**src/rtl/norm_stream.sv**
```systemverilog
// Streaming L2 norm: accumulates squares of one frame of signed Q-format weights,
// then runs a digit-by-digit integer square root and presents a saturated norm.
module norm_stream #(
    parameter int N_WEIGHTS = 20,
    parameter int W         = 10,
    parameter int FRAC      = 5
) (
    input  logic                clk,
    input  logic                rst_n,
    input  logic                in_valid,
    output logic                in_ready,
    input  logic signed [W-1:0] in_data,
    output logic                out_valid,
    input  logic                out_ready,
    output logic signed [W-1:0] out_norm,
    output logic                out_sat,
    output logic                busy
);

    localparam int ACC_RAW = 2 * W + $clog2(N_WEIGHTS);
    localparam int ACC_W   = ACC_RAW + (ACC_RAW % 2);
    localparam int ROOT_W  = ACC_W / 2;
    localparam int REM_W   = ROOT_W + 3;
    localparam int CNT_W   = (N_WEIGHTS > 1) ? $clog2(N_WEIGHTS) : 1;
    localparam int IT_W    = $clog2(ROOT_W);
    localparam int MAX_POS = (1 << (W - 1)) - 1;

    if (FRAC >= W) begin : g_bad_frac
        $error("norm_stream: FRAC must be smaller than W");
    end

    typedef enum logic [1:0] {ACCUM, SQRT, OUT} state_t;

    state_t                  state, state_nx;
    logic [ACC_W-1:0]        acc;
    logic [ACC_W-1:0]        rad;
    logic [CNT_W-1:0]        cnt;
    logic [IT_W-1:0]         iter;
    logic [REM_W-1:0]        rem;
    logic [ROOT_W-1:0]       root;

    logic signed [2*W-1:0]   din_ext;
    logic signed [2*W-1:0]   sq_s;
    logic [ACC_W-1:0]        sq;
    logic                    last_beat;
    logic                    last_iter;
    logic [REM_W-1:0]        rem_shift;
    logic [REM_W-1:0]        trial;
    logic [REM_W-1:0]        rem_nx;
    logic [ROOT_W-1:0]       root_nx;

    // Squaring at 2W bits keeps (-2^(W-1))^2 = 2^(2W-2) exact and non-negative.
    assign din_ext   = (2*W)'(in_data);
    assign sq_s      = din_ext * din_ext;
    assign sq        = ACC_W'($unsigned(sq_s));
    assign last_beat = in_valid && (cnt == CNT_W'(N_WEIGHTS - 1));
    assign last_iter = (iter == IT_W'(ROOT_W - 1));

    assign in_ready  = (state == ACCUM);
    assign out_valid = (state == OUT);
    assign busy      = (state != ACCUM);

    // One restoring root step: bring down two radicand bits, try subtracting 4*root+1.
    always_comb begin
        rem_shift = {rem[REM_W-3:0], rad[ACC_W-1 -: 2]};
        trial     = {1'b0, root, 2'b01};
        rem_nx    = rem_shift;
        root_nx   = {root[ROOT_W-2:0], 1'b0};
        if (rem_shift >= trial) begin
            rem_nx  = rem_shift - trial;
            root_nx = {root[ROOT_W-2:0], 1'b1};
        end
    end

    always_ff @(posedge clk or negedge rst_n) begin
        if (!rst_n) begin
            state <= ACCUM;
        end else begin
            state <= state_nx;
        end
    end

    always_comb begin
        state_nx = state;
        case (state)
            ACCUM:   if (last_beat) state_nx = SQRT;
            SQRT:    if (last_iter) state_nx = OUT;
            OUT:     if (out_ready) state_nx = ACCUM;
            default: state_nx = ACCUM;
        endcase
    end

    always_ff @(posedge clk or negedge rst_n) begin
        if (!rst_n) begin
            acc      <= '0;
            cnt      <= '0;
            rad      <= '0;
            rem      <= '0;
            root     <= '0;
            iter     <= '0;
            out_norm <= '0;
            out_sat  <= 1'b0;
        end else begin
            case (state)
                ACCUM: begin
                    if (last_beat) begin
                        rad  <= acc + sq;
                        acc  <= '0;
                        cnt  <= '0;
                        rem  <= '0;
                        root <= '0;
                        iter <= '0;
                    end else if (in_valid) begin
                        acc <= acc + sq;
                        cnt <= cnt + 1'b1;
                    end
                end
                SQRT: begin
                    rad  <= rad << 2;
                    rem  <= rem_nx;
                    root <= root_nx;
                    iter <= iter + 1'b1;
                    // The root is in Q.FRAC already; only clipping to the signed range remains.
                    if (last_iter) begin
                        if (root_nx > ROOT_W'(MAX_POS)) begin
                            out_norm <= W'(MAX_POS);
                            out_sat  <= 1'b1;
                        end else begin
                            out_norm <= root_nx[W-1:0];
                            out_sat  <= 1'b0;
                        end
                    end
                end
                default: ;
            endcase
        end
    end

endmodule

```
**config.mk**
```make
export PLATFORM = sky130hd
export DESIGN_NAME = norm_stream
export DESIGN_NICKNAME = d
export VERILOG_FILES = /design/src/rtl/norm_stream.sv
export SDC_FILE = /design/constraint.sdc
export NUM_CORES = 1
export LEC_CHECK = 0
export CAP_MARGIN = 20
export CORE_ASPECT_RATIO = 1.1
export CORE_MARGIN = 1
export CORE_UTILIZATION = 58
export CTS_CLUSTER_SIZE = 14
export DETAILED_ROUTE_END_ITERATION = 10
export GPL_TIMING_DRIVEN = 0
export PLACE_DENSITY = 0.76
export SYNTH_ARGS = -nofsm -noshare
export SYNTH_HDL_FRONTEND = slang
export SYNTH_SLANG_ARGS = --single-unit
```
**constraint.sdc**
```tcl
create_clock -name clk -period 2.3 [get_ports clk]
set_input_delay 0.46 -clock clk [delete_from_list [all_inputs] [get_ports clk]]
set_output_delay 0.46 -clock clk [all_outputs]
set_load 0.1 [all_outputs]
```
* Yosys cells after proc, flatten, opt, wreduce, memory -nomap -nowiden
Index checks and enable logic that the tools add are counted.
** Word-level totals
- Register bits after elaboration :: 101
** Cells by class
- Add/subtract/negate cells :: 4
- Multipliers :: 1
- $lt $le $gt $ge :: 2
- Equal/unequal tests :: 7
- Muxes and demuxes :: 20
- Reduce and logical (&&, ||, !) cells :: 9
** Operator list (count)
- 26-bit 2-to-1 mux :: 3
- 26-bit one-hot mux with 2 select lines :: 1
- 14-bit 2-to-1 mux :: 2
- 14-bit one-hot mux with 2 select lines :: 1
- 26-bit by 20-bit adder with 26-bit output :: 1
- 13-bit one-hot mux with 2 select lines :: 1
- 10-bit by 10-bit multiplier with 20-bit output :: 1
- 16-bit by 15-bit greater-or-equal comparator with 1-bit output :: 1
- 14-bit subtractor :: 1
- 13-bit by 9-bit greater-than comparator with 1-bit output (second input constant) :: 1
- 13-bit 2-to-1 mux :: 1
- 10-bit 2-to-1 mux :: 1
- 5-bit 2-to-1 mux :: 2
- 4-bit one-hot mux with 2 select lines :: 1
- 2-bit 2-to-1 mux :: 3
- 2-bit one-hot mux with 3 select lines :: 1
- 2-bit AND reduction :: 3
- 2-bit nonzero test :: 3
- 5-bit by 1-bit adder with 5-bit output (second input constant) :: 1
- 5-bit equality test (second input constant) :: 1
- 4-bit by 1-bit adder with 4-bit output (second input constant) :: 1
- 4-bit equality test (second input constant) :: 1
- 4-bit 2-to-1 mux :: 1
- 2-bit by 1-bit != test with 1-bit output (second input constant) :: 2
- 7 further kinds :: 8

* Logic depth before layout (Yosys ltp)
Gate-level depths: netlist (run 1).
- Depth in word-level cells :: 4
- Gate-level depth with buffers :: 29
- Mapped depth without buffers :: 28

* Least setup slack after synthesis (run 1)
No wires, ideal clock.
- Path type :: input-to-reg
- Start :: in in_data[7]
- End :: reg rad[25]
- Library setup time :: 0.066 ns
- Arrival time :: 6.555 ns
- Data required time :: 2.234 ns
- Path slack :: -4.321 ns
- Stages on the path :: 25
- Path buffers :: 1
- Cell sequence :: clkbuf_1 > nand2_1 > fa_1 > fa_1 > inv_1 > fa_1 > fa_1 > inv_1 > fa_1 > inv_1 > ha_1 > nor2b_1 > o21ai_0 > a21oi_1 > o41ai_1 > o21bai_1 > a21oi_1 > xnor2_1 > ha_1 > or2_2 > a21oi_1 > a31oi_4 > or3b_1 > a31oi_1 > a221o_1
** Between the ends
- Word-level cells in the longest chain between the ends :: 4
** Ends and longest elaborated chain
- from (decl) :: line 12 : input logic signed [W-1:0] in_data,
- 10-bit by 10-bit multiplier with 20-bit output :: line 54 : assign sq_s = din_ext * din_ext;
- 26-bit by 20-bit adder with 26-bit output :: line 107 : rad <= acc + sq;
- 26-bit 2-to-1 mux :: line 106 : if (last_beat) begin
- 26-bit one-hot mux with 2 select lines :: line 104 : case (state)
- to (signal assigned) :: line 107
- to (signal assigned) :: line 119 : rad <= rad << 2;
- to (decl) :: line 36 : logic [ACC_W-1:0] rad;
No other way between the ends. The select of a mux whose other input is x is not followed.
A chain may end at the register's enable or synchronous reset.

* Worst setup path after layout (run 1)
- Start :: in in_data[2]
- End :: reg rad[25]
Same word-level chain as after synthesis.

==> results of run 1 <==
-- final timing paths --
check                                           to  slack, ps  cells past startpoint                 from
max                            rad[25]$_DFFE_PN0P_      -3790                     29           in_data[2]
min                        out_norm[9]$_DFFE_PN0P_        180                      1                rst_n
max reg2reg                    rad[25]$_DFFE_PN0P_       -530                      9   acc[2]$_DFFE_PN0P_
min reg2reg                    rad[18]$_DFFE_PN0P_        490                      2  rad[16]$_DFFE_PN0P_
max in group asynchronous       rad[4]$_DFFE_PN0P_       1440                      2                rst_n
min in group clk               rad[18]$_DFFE_PN0P_        490                      2  rad[16]$_DFFE_PN0P_
-- what timing repair did --
item                                    in CTS  in global routing
endpoints found under the setup margin      88                 80
endpoints found under the hold margin        0                  0
pin swaps                                   76                 61
hold buffers                                 0                  0
gates resized for setup                    151                121
setup buffers                               56                 30
cloned                                       1                  1
-- cell usage in the layout (no fill, tap or decap), types with 28 or more instances in the layout --
cell type  count
o21ai_1       28
buf_4         68
o21ai_0       34
dfrtp_1      101
fa_1          76
nand2_1       90
inv_2         28
nor2_1        29
ha_1          43
ha_4          40
inv_1        139
-- layer usage --
layer  vias up  global-route usage (%)  part of all wire (%)
met1      3990                    39.7                    43
met4         0                    6.09                   1.6
met2       248                    50.0                    51
met5         -                       0                     0
met3        31                    3.45                   4.8
li1       3686                       -                     -
-- logic make-up after synthesis --
| logic type | after synthesis | synth area share [%] |
|---|---|---|
| adders and majority gates | 169 | 28.9 |
| muxes | 10 | 1.08 |
| AOI/OAI and AO/OA | 243 | 17.1 |
| buffers and inverters | 207 | 8.57 |
| and+or+nand+nor | 244 | 12.1 |
| DFF | 101 | 26.8 |
| xor gates and xnor gates | 58 | 5.39 |
-- final cells by class --
| class | instances | area (um2) | area share (%) |
|---|---|---|---|
| multi-input cells | 724 | 7570 | 59.7 |
| flip-flops and latches | 101 | 2530 | 19.9 |
| repair buffers | 111 | 1010 | 8.00 |
| inverters | 169 | 638 | 5.03 |
| plain buffers | 38 | 364 | 2.87 |
| well taps | 200 | 250 | 1.97 |
| clock buffers | 11 | 233 | 1.83 |
| clock inverters | 5 | 83.8 | 0.661 |
-- critical path: cells and delay by family --
kind	cells	cell delay (ps)
buffers and inverters	8	610
AOI/OAI and AO/OA	8	1460
adders and majority gates	7	2870
xor gates and xnor gates	1	140
and+or+nand+nor	5	770
-- per-stage QoR --
step | utilization (%) | setup WS, ps | std cells | hold slack, ps | setup TNS [ps]
2_1_floorplan | - | -3730 | 1032 | 164 | -127290
3_3_place_gp | 67.5 | -4850 | 1257 | 469 | -506380
3_5_place_dp | 67.7 | -4950 | 1258 | 478 | -200350
4_1_cts | 75.5 | -3660 | 1331 | 216 | -130560
5_1_grt | 80.3 | -3940 | 1359 | 251 | -144730
6_report | 80.3 | -3790 | 1359 | 179 | -136220
-- Yosys cell counts, types with 10 or more instances --
cell type	n	area [um2]
a21oi_1	49	245
nor2_1	39	146
nand3_1	16	80.1
xnor2_1	43	377
and2_1	24	150
nor3_1	12	60.1
ha_1	88	1100
inv_1	168	631
clkbuf_1	31	116
nor2b_1	10	62.6
a21o_1	15	113
dfrtp_1	101	2530
fa_1	81	1620
xor2_1	15	131
a22o_1	12	105
nand2_1	108	405
a22oi_1	12	90.1
o21ai_0	69	345
-- registers in the layout, summed over array words and instances, names as in the netlist --
signal    flops
iter          4
cnt           5
out_sat       1
root         13
rem          14
state         2
acc          26
rad          26
out_norm     10
==> reports/qor.csv, run 1 <==
stage;metric;value;unit
clock_network;Clock Tree Root;clkbuf_16;
worst_setup_path;CP Class;in2reg;
layout;fin area;0.0127;mm2
synth;Warnings, synthesis;0;
clock_network;# clock sinks;101;
run_status;status;complete, but fails checks;
grt;largest net degree at the start of global routing;60;
place;PortBufs;25;
worst_setup_path;CP Data Required Time;2530;ps
floorplan;num rows;48;
floorplan;die width;124;um
grt;vias in the first global route;7961;
synth;Syn Area/Cell;9.13;um2
grt;Tot GR Track Use;29.2;%
timing;relative slew slack;33.6;%
drt;Residual DRC;0;
clock_network;htree depth;3;
floorplan;io pins;28;
floorplan;die height;136;um
layout;Layout area overhead;34.6;%
synth;Primary FF master, synth;dfrtp_1;
timing;RSZ-0062 raised after global routing;yes;
worst_hold_path;class of the worst hold path;in2async;
run_status;failing checks;setup timing;
worst_setup_path;CP Capture Type;flip-flop;
worst_setup_path;Worst path max stage delay;520;ps
place;Final HPWL DP;15800;um
drt;Via density;5.85;
grt;global-route wire length before repair;38100;um
synth;sequential element share of the synthesized area;26.8;%
timing;Worst Tran Pin Value;994;ps
floorplan;Die ar.;0.0168;mm2
synth;syn_nets;1215;
floorplan;Initial Util;59.6;%
timing;final setup margin;-3790;ps
timing;Final Hold Fails;0;
place;DP Area;0.0107;mm2
timing;crit share post-route;265;%
drt;vias after detailed routing;7955;
synth;Synth Register Bits;101;
drt;DRT Pass-1 Iters;6;
place;final RePlAce weighted congestion;0.840;
clock_network;clk slew on worst S/H paths;70;ps
drt;wire per inst;18.1;um
clock_network;CTS tree;yes;
floorplan;core box area;0.0158;mm2
clock_network;CTS Buffer Depth;2;
synth;Synth cell types;66;
worst_setup_path;slowest stage cell, crit path;fa_1;
layout;fraction of layout cells with a size suffix above 1;31.4;%
timing;final setup vio count;47;
synth;EDFF count, synth;0;
timing;fin crit period;6090;ps
drt;ANT nets after route;0;
worst_setup_path;CP Launch Type;input port;
timing;Max Slew Vio Count;0;
layout;FILL cells;907;
synth;Async SR Flop Fraction;100;%
synth;cell count after synthesis;1032;
worst_setup_path;WP data arrival;6320;ps
layout;Ant. Diodes;0;
synth;Synth Cell Area;0.00942;mm2
clock_network;Clk Latency, worst-skew pair;350;ps
grt;initial antenna violation count;0;
run;max cap viols;0;
worst_setup_path;CP Max Fanout;7;
clock_network;Num CTS Buffers;9;
drt;DRT Wirelength;24600;um
timing;Max Clk Rate;164;MHz
layout;Net count, final;1337;
drt;DRT iter0 DRCs;696;
timing;Clock Skew;9.62;ps
grt;grt total ovfl;0;
Power of run 1 is not shown: default switching activity piles up to over one toggle a cycle in this logic, so the estimate is an artifact.
==> run 2, diff against run 1 <==
ABC_AREA = 1   (was unset)
PLACE_DENSITY = 0.75   (was 0.76)
RECOVER_POWER = 25   (was unset)
==> run 2 against run 1 <==
  * The flow still finishes with violations (setup timing)
  * Worst setup slack gained 250 ps
  * Global-route usage grew 4.1 points
  * Clock skew grew 2.9 ps
  * Count of clock-buffer cells in the layout shrank 1
  * Register-to-register slack gained 550 ps
  * Critical path depth grew 1
  * Design area grew 15%
  * Non-clock buffer count shrank 16
==> reports/qor.csv, run 2 <==
stage;metric;value;unit
run_status;status;complete, but fails checks;
run_status;failing checks;setup timing;
worst_setup_path;CP Max Fanout;7;
drt;vias after detailed routing;10700;
layout;Ant. Diodes;0;
timing;relative slew slack;19.3;%
worst_setup_path;Worst path max stage delay;610;ps
clock_network;htree depth;3;
floorplan;die width;132;um
grt;largest net degree at the start of global routing;60;
synth;share of the synthesized area in the top cell type;23.4;%
layout;multi-input logic area;0.00884;mm2
floorplan;io pins;28;
floorplan;Initial Util;60.1;%
grt;initial antenna violation count;0;
worst_hold_path;class of the worst hold path;in2async;
worst_setup_path;WP depth;30;
synth;Synth top cells by count;nand2_1, inv_1, dfrtp_1;
drt;wire per inst;18.9;um
layout;largest registers;acc: 26 flops, rad: 26 flops, rem: 14 flops;
synth;top cells by area, synth;dfrtp_1, nand2_1, fa_1;
worst_setup_path;RR Startpoint;acc[0]$_DFFE_PN0P_;
worst_setup_path;CP Data Required Time;2550;ps
grt;Tot GR Track Use;33.3;%
timing;Max Slew Vio Count;0;
place;Final HPWL DP;22300;um
timing;Hold Worst Slack;346;ps
layout;commonest non-fill, non-tap cell in the layout;nand2_1;
worst_setup_path;setup slack, reg-to-reg;20;ps
layout;register area;0.00253;mm2
drt;DRT Wirelength;35200;um
timing;Worst Tran Pin Value;1210;ps
clock_network;Num CTS Buffers;9;
worst_setup_path;CP Launch Type;input port;
clock_network;# clock sinks;101;
place;DP Cell Count;1765;
synth;Synth Register Bits;101;
synth;Synth Cell Area;0.0108;mm2
layout;Layout area overhead;35.6;%
worst_setup_path;capturing point of the worst reg2reg path;rad[14]$_DFFE_PN0P_;
clock_network;CTS tree;yes;
layout;Net count, final;1797;
drt;Residual DRC;0;
clock_network;clk slew on worst S/H paths;70;ps
synth;Async SR Flop Fraction;100;%
place;PortBufs;25;
worst_setup_path;CP Buf/Inv Count;9;
floorplan;core box area;0.0179;mm2
synth;Synth area leader;dfrtp_1;
layout;most frequent cells in the layout;nand2_1, inv_1, dfrtp_1;
timing;crit share post-route;254;%
synth;Synth cell types;50;
run;max cap viols;0;
timing;final setup margin;-3540;ps
synth;Primary FF master, synth;dfrtp_1;
timing;RSZ-0062 raised after global routing;yes;
floorplan;die height;145;um
synth;count leader, synth;nand2_1;
layout;fraction of layout cells with a size suffix above 1;34.3;%
place;pre-CTS worst setup slack;-4520;ps
synth;EDFF count, synth;0;
synth;sequential element share of the synthesized area;23.4;%
timing;fin crit period;5840;ps
timing;setup TNS;-135040;ps
floorplan;Die ar.;0.0191;mm2
worst_setup_path;reg2reg path depth;11;
drt;DRT iter0 DRCs;786;
worst_setup_path;slowest stage cell, crit path;fa_2;
drt;Via density;5.75;
clock_network;Clock Tree Root;clkbuf_16;
clock_network;CTS Buffer Depth;2;
worst_setup_path;crit path to;rad[20]$_DFFE_PN0P_;
synth;syn_nets;1684;
drt;ANT nets after route;0;
place;final RePlAce weighted congestion;0.969;
timing;Clock Skew;12.6;ps
layout;FILL cells;1056;
timing;Max Clk Rate;171;MHz
clock_network;cts hold-fix bufs;0;
synth;Syn Area/Cell;7.18;um2
grt;vias in the first global route;10500;
worst_setup_path;CP Capture Type;flip-flop;
synth;Warnings, synthesis;0;
grt;grt total ovfl;0;
worst_setup_path;WP data arrival;6090;ps
worst_setup_path;CP Class;in2reg;
grt;global-route wire length before repair;50700;um
synth;cell count after synthesis;1501;
worst_setup_path;crit-path leading delay family;adder cells;
worst_setup_path;Critical Path Start;in_data[9];
floorplan;num rows;51;
timing;Final Hold Fails;0;
clock_network;Clk Latency, worst-skew pair;370;ps
drt;DRT Pass-1 Iters;9;
timing;final setup vio count;44;
layout;final instance count without filler cells;1857;
## run 2: cell count changes after synthesis, moves of 33 or more
cell     change
nand2_1    +339
nand3_1     +77
xnor2_1     -33
inv_1      +164
nor2_1      +39
o21ai_0     -46
## run 2: layer usage
layer	track usage, %	vias up	wire length [um]
li1	-	4824	-
met1	37.3	5118	12600
met2	62.8	546	18200
met3	3.53	197	2040
met4	15.3	0	2260
met5	0	-	0
## run 2: worst min path at each step
| stage | startpoint | to | slack [ps] | cells past startpoint |
|---|---|---|---|---|
| after global routing | rst_n | out_norm[7]$_DFFE_PN0P_ | 430 | 1 |
| after CTS | rst_n | rem[4]$_DFFE_PN0P_ | 130 | 1 |
| final | rst_n | iter[3]$_DFFE_PN0P_ | 350 | 1 |
| after global placement | rad[2]$_DFFE_PN0P_ | rad[2]$_DFFE_PN0P_ | 470 | 2 |
| after detailed placement | acc[11]$_DFFE_PN0P_ | acc[11]$_DFFE_PN0P_ | 470 | 2 |
| after floorplan | rst_n | acc[0]$_DFFE_PN0P_ | 160 | 0 |
## run 2: repair_timing
action / 4_1_cts / 5_1_grt
buffers inserted: 51 / 25
cloned: 0 / 1
endpoints found under the setup margin: 60 / 47
resized for setup: 301 / 144
pin swaps: 167 / 148
## run 2: through the flow
stage / instance area (um2) / util (%)
3_3_place_gp: 12100 / 67.6
6_report: 14600 / 81.5
5_1_grt: 14600 / 81.5
3_5_place_dp: 12100 / 67.7
2_1_floorplan: 11600 / -
4_1_cts: 13900 / 77.3
## run 2: layout make-up
cell class	count	share of cell area, %
multi-input combinational	1023	60.4
sequential	101	17.3
inverter	346	9.02
timing repair buffer	102	6.62
buffer	31	2.66
tap	238	2.04
clock buffer	10	1.57
clock inverter	6	0.368
## run 2: cell families after synthesis
kind of cell	share of synthesized area (%)
fa+ha+maj	25.3
simple gates	28.8
xor+xnor	2.76
compound gates	5.99
flops	23.4
buf+inv	13.8
## run 2: worst register-to-register path, cell delays in order (launching register included)
cell     delay (ps)
dfrtp_1         390
ha_1            270
ha_1            330
nand2_1         110
nand3_1         120
nand3_1         110
nand2_1         220
nand2_1         150
nand2_2          70
or2_1           250
nand3_2         110
nand2_1          60
Power of run 2 is left out for the same reason.
==> run 3, diff against run 2 <==
CORE_MARGIN = 5   (was 1)
==> run 3 against run 2 <==
  * The flow still finishes with violations (setup timing)
  * Non-clock buffer count rose by 16
  * Clock skew rose by 1.4 ps
  * Via count rose by 0.66%
  * Sequential share of layout area fell by 0.30 points
  * Flip-flop and latch count did not move
  * Design area rose by 1.8%
  * Critical endpoint is now rad[22]$_DFFE_PN0P_
  * Critical path depth fell by 1
  * First-iteration DRC count fell by 17%
  * Final cell count rose by 1.1%
  * Die area rose by 12%
  * Worst setup slack got worse by 110 ps
  * Critical path type unchanged
==> reports/qor.csv, run 3 (synthesis gave the netlist of run 2 again) <==
stage;metric;value;unit
floorplan;die height;153;um
clock_network;clk slew on worst S/H paths;70;ps
worst_setup_path;CP Class;in2reg;
clock_network;htree depth;3;
timing;relative slew slack;34.9;%
timing;final setup vio count;46;
timing;Clock Skew;14.0;ps
timing;Hold Worst Slack;226;ps
drt;ANT nets after route;0;
drt;Residual DRC;0;
timing;fin crit period;5950;ps
worst_setup_path;RR Startpoint;acc[0]$_DFFE_PN0P_;
grt;global-route wire length before repair;52300;um
worst_setup_path;WP depth;29;
place;DP Area;0.0122;mm2
worst_setup_path;crit-path leading delay family;adder cells;
worst_setup_path;CP Buf/Inv Count;6;
place;PortBufs;25;
grt;Tot GR Track Use;30.0;%
worst_setup_path;CP Max Fanout;7;
layout;Net count, final;1813;
run;max cap viols;0;
worst_hold_path;class of the worst hold path;in2async;
worst_setup_path;CP Launch Type;input port;
drt;vias after detailed routing;10800;
run_status;status;complete, but fails checks;
layout;Ant. Diodes;0;
layout;Layout area overhead;38.0;%
drt;DRT Pass-1 Iters;7;
layout;most frequent cells in the layout;nand2_1, inv_1, dfrtp_1;
floorplan;Initial Util;58.7;%
clock_network;Num CTS Buffers;9;
worst_setup_path;reg2reg path depth;11;
grt;grt total ovfl;0;
timing;Max Slew Vio Count;0;
layout;largest registers;acc: 26 flops, rad: 26 flops, rem: 14 flops;
worst_setup_path;Worst path max stage delay;700;ps
floorplan;core box area;0.0183;mm2
worst_setup_path;CP Data Required Time;2540;ps
timing;Worst Tran Pin Value;981;ps
timing;RSZ-0062 raised after global routing;yes;
worst_setup_path;crit path to;rad[22]$_DFFE_PN0P_;
clock_network;CTS tree;yes;
timing;final setup margin;-3650;ps
floorplan;Die ar.;0.0214;mm2
drt;Via density;5.73;
worst_setup_path;CP Capture Type;flip-flop;
worst_setup_path;Critical Path Start;in_data[9];
place;final RePlAce weighted congestion;0.968;
run_status;failing checks;setup timing;
worst_setup_path;setup slack, reg-to-reg;50;ps
clock_network;cts hold-fix bufs;0;
layout;fin area;0.0149;mm2
layout;commonest non-fill, non-tap cell in the layout;nand2_1;
clock_network;CTS Buffer Depth;2;
worst_setup_path;WP data arrival;6190;ps
clock_network;# clock sinks;101;
drt;DRT iter0 DRCs;654;
timing;Final Hold Fails;0;
grt;vias in the first global route;10700;
grt;initial antenna violation count;0;
clock_network;Clk Latency, worst-skew pair;360;ps
drt;wire per inst;19.8;um
layout;fraction of layout cells with a size suffix above 1;36.5;%
worst_setup_path;slowest stage cell, crit path;fa_2;
floorplan;die width;140;um
drt;DRT Wirelength;37200;um
timing;crit share post-route;259;%
worst_setup_path;Crit path top cell by count;nand2_2;
timing;Max Clk Rate;168;MHz
grt;largest net degree at the start of global routing;67;
layout;FILL cells;1063;
floorplan;num rows;52;
clock_network;Clock Tree Root;clkbuf_16;
worst_setup_path;capturing point of the worst reg2reg path;rad[14]$_DFFE_PN0P_;
place;Final HPWL DP;23200;um
floorplan;io pins;28;
## run 3: cell types whose count changed in the layout (fill, tap and decap cells not counted), sizes merged
cell      before  now
buf          104  118
inv          346  342
clkinvlp       0    3
clkbuf        24   26
bufinv         0    1
## run 3: timing repair
| action | in CTS | in global routing |
|---|---|---|
| cloned | 0 | 1 |
| setup buffers | 66 | 28 |
| pin swaps | 174 | 130 |
| setup endpoints to repair | 60 | 58 |
| resized for setup | 300 | 175 |
## run 3: area by class of cell
| cell class | count | area (um2) | area share [%] |
|---|---|---|---|
| plain buffers | 31 | 388 | 2.61 |
| inverters | 346 | 1310 | 8.83 |
| multi-input cells | 1023 | 8940 | 60.1 |
| clock inverters | 6 | 70.1 | 0.471 |
| repair buffers | 118 | 1090 | 7.33 |
| flip-flops and latches | 101 | 2530 | 17.0 |
| clock buffers | 10 | 239 | 1.61 |
| well taps | 243 | 304 | 2.04 |
## run 3: metrics by stage
step | setup slack, ps | cells | setup TNS (ps) | utilization (%)
after global placement | -4550 | 1769 | -490670 | 66.1
after floorplan | -3210 | 1501 | -119580 | -
after global routing | -3750 | 1878 | -141530 | 81.1
after detailed placement | -4570 | 1770 | -175530 | 66.2
final | -3650 | 1878 | -136700 | 81.1
after CTS | -3330 | 1852 | -126370 | 76.3
## run 3: worst min path at each step
stage | from | endpoint | slack, ps | depth (start not counted)
2_1_floorplan | rst_n | acc[0]$_DFFE_PN0P_ | 160 | 0
3_3_place_gp | acc[8]$_DFFE_PN0P_ | acc[8]$_DFFE_PN0P_ | 470 | 2
3_5_place_dp | rst_n | iter[3]$_DFFE_PN0P_ | 460 | 1
4_1_cts | rst_n | iter[3]$_DFFE_PN0P_ | 90 | 1
5_1_grt | rst_n | iter[3]$_DFFE_PN0P_ | 300 | 1
6_report | rst_n | iter[3]$_DFFE_PN0P_ | 230 | 1
## run 3: routing by layer
metal | wire length (um) | up-vias | GRT usage (%)
met3 | 2050 | 230 | 3.16
met1 | 13200 | 5173 | 34.3
met5 | 0 | - | 0
met4 | 2860 | 0 | 14.0
met2 | 19100 | 492 | 55.9
li1 | - | 4861 | -
Power of run 3 is left out for the same reason.
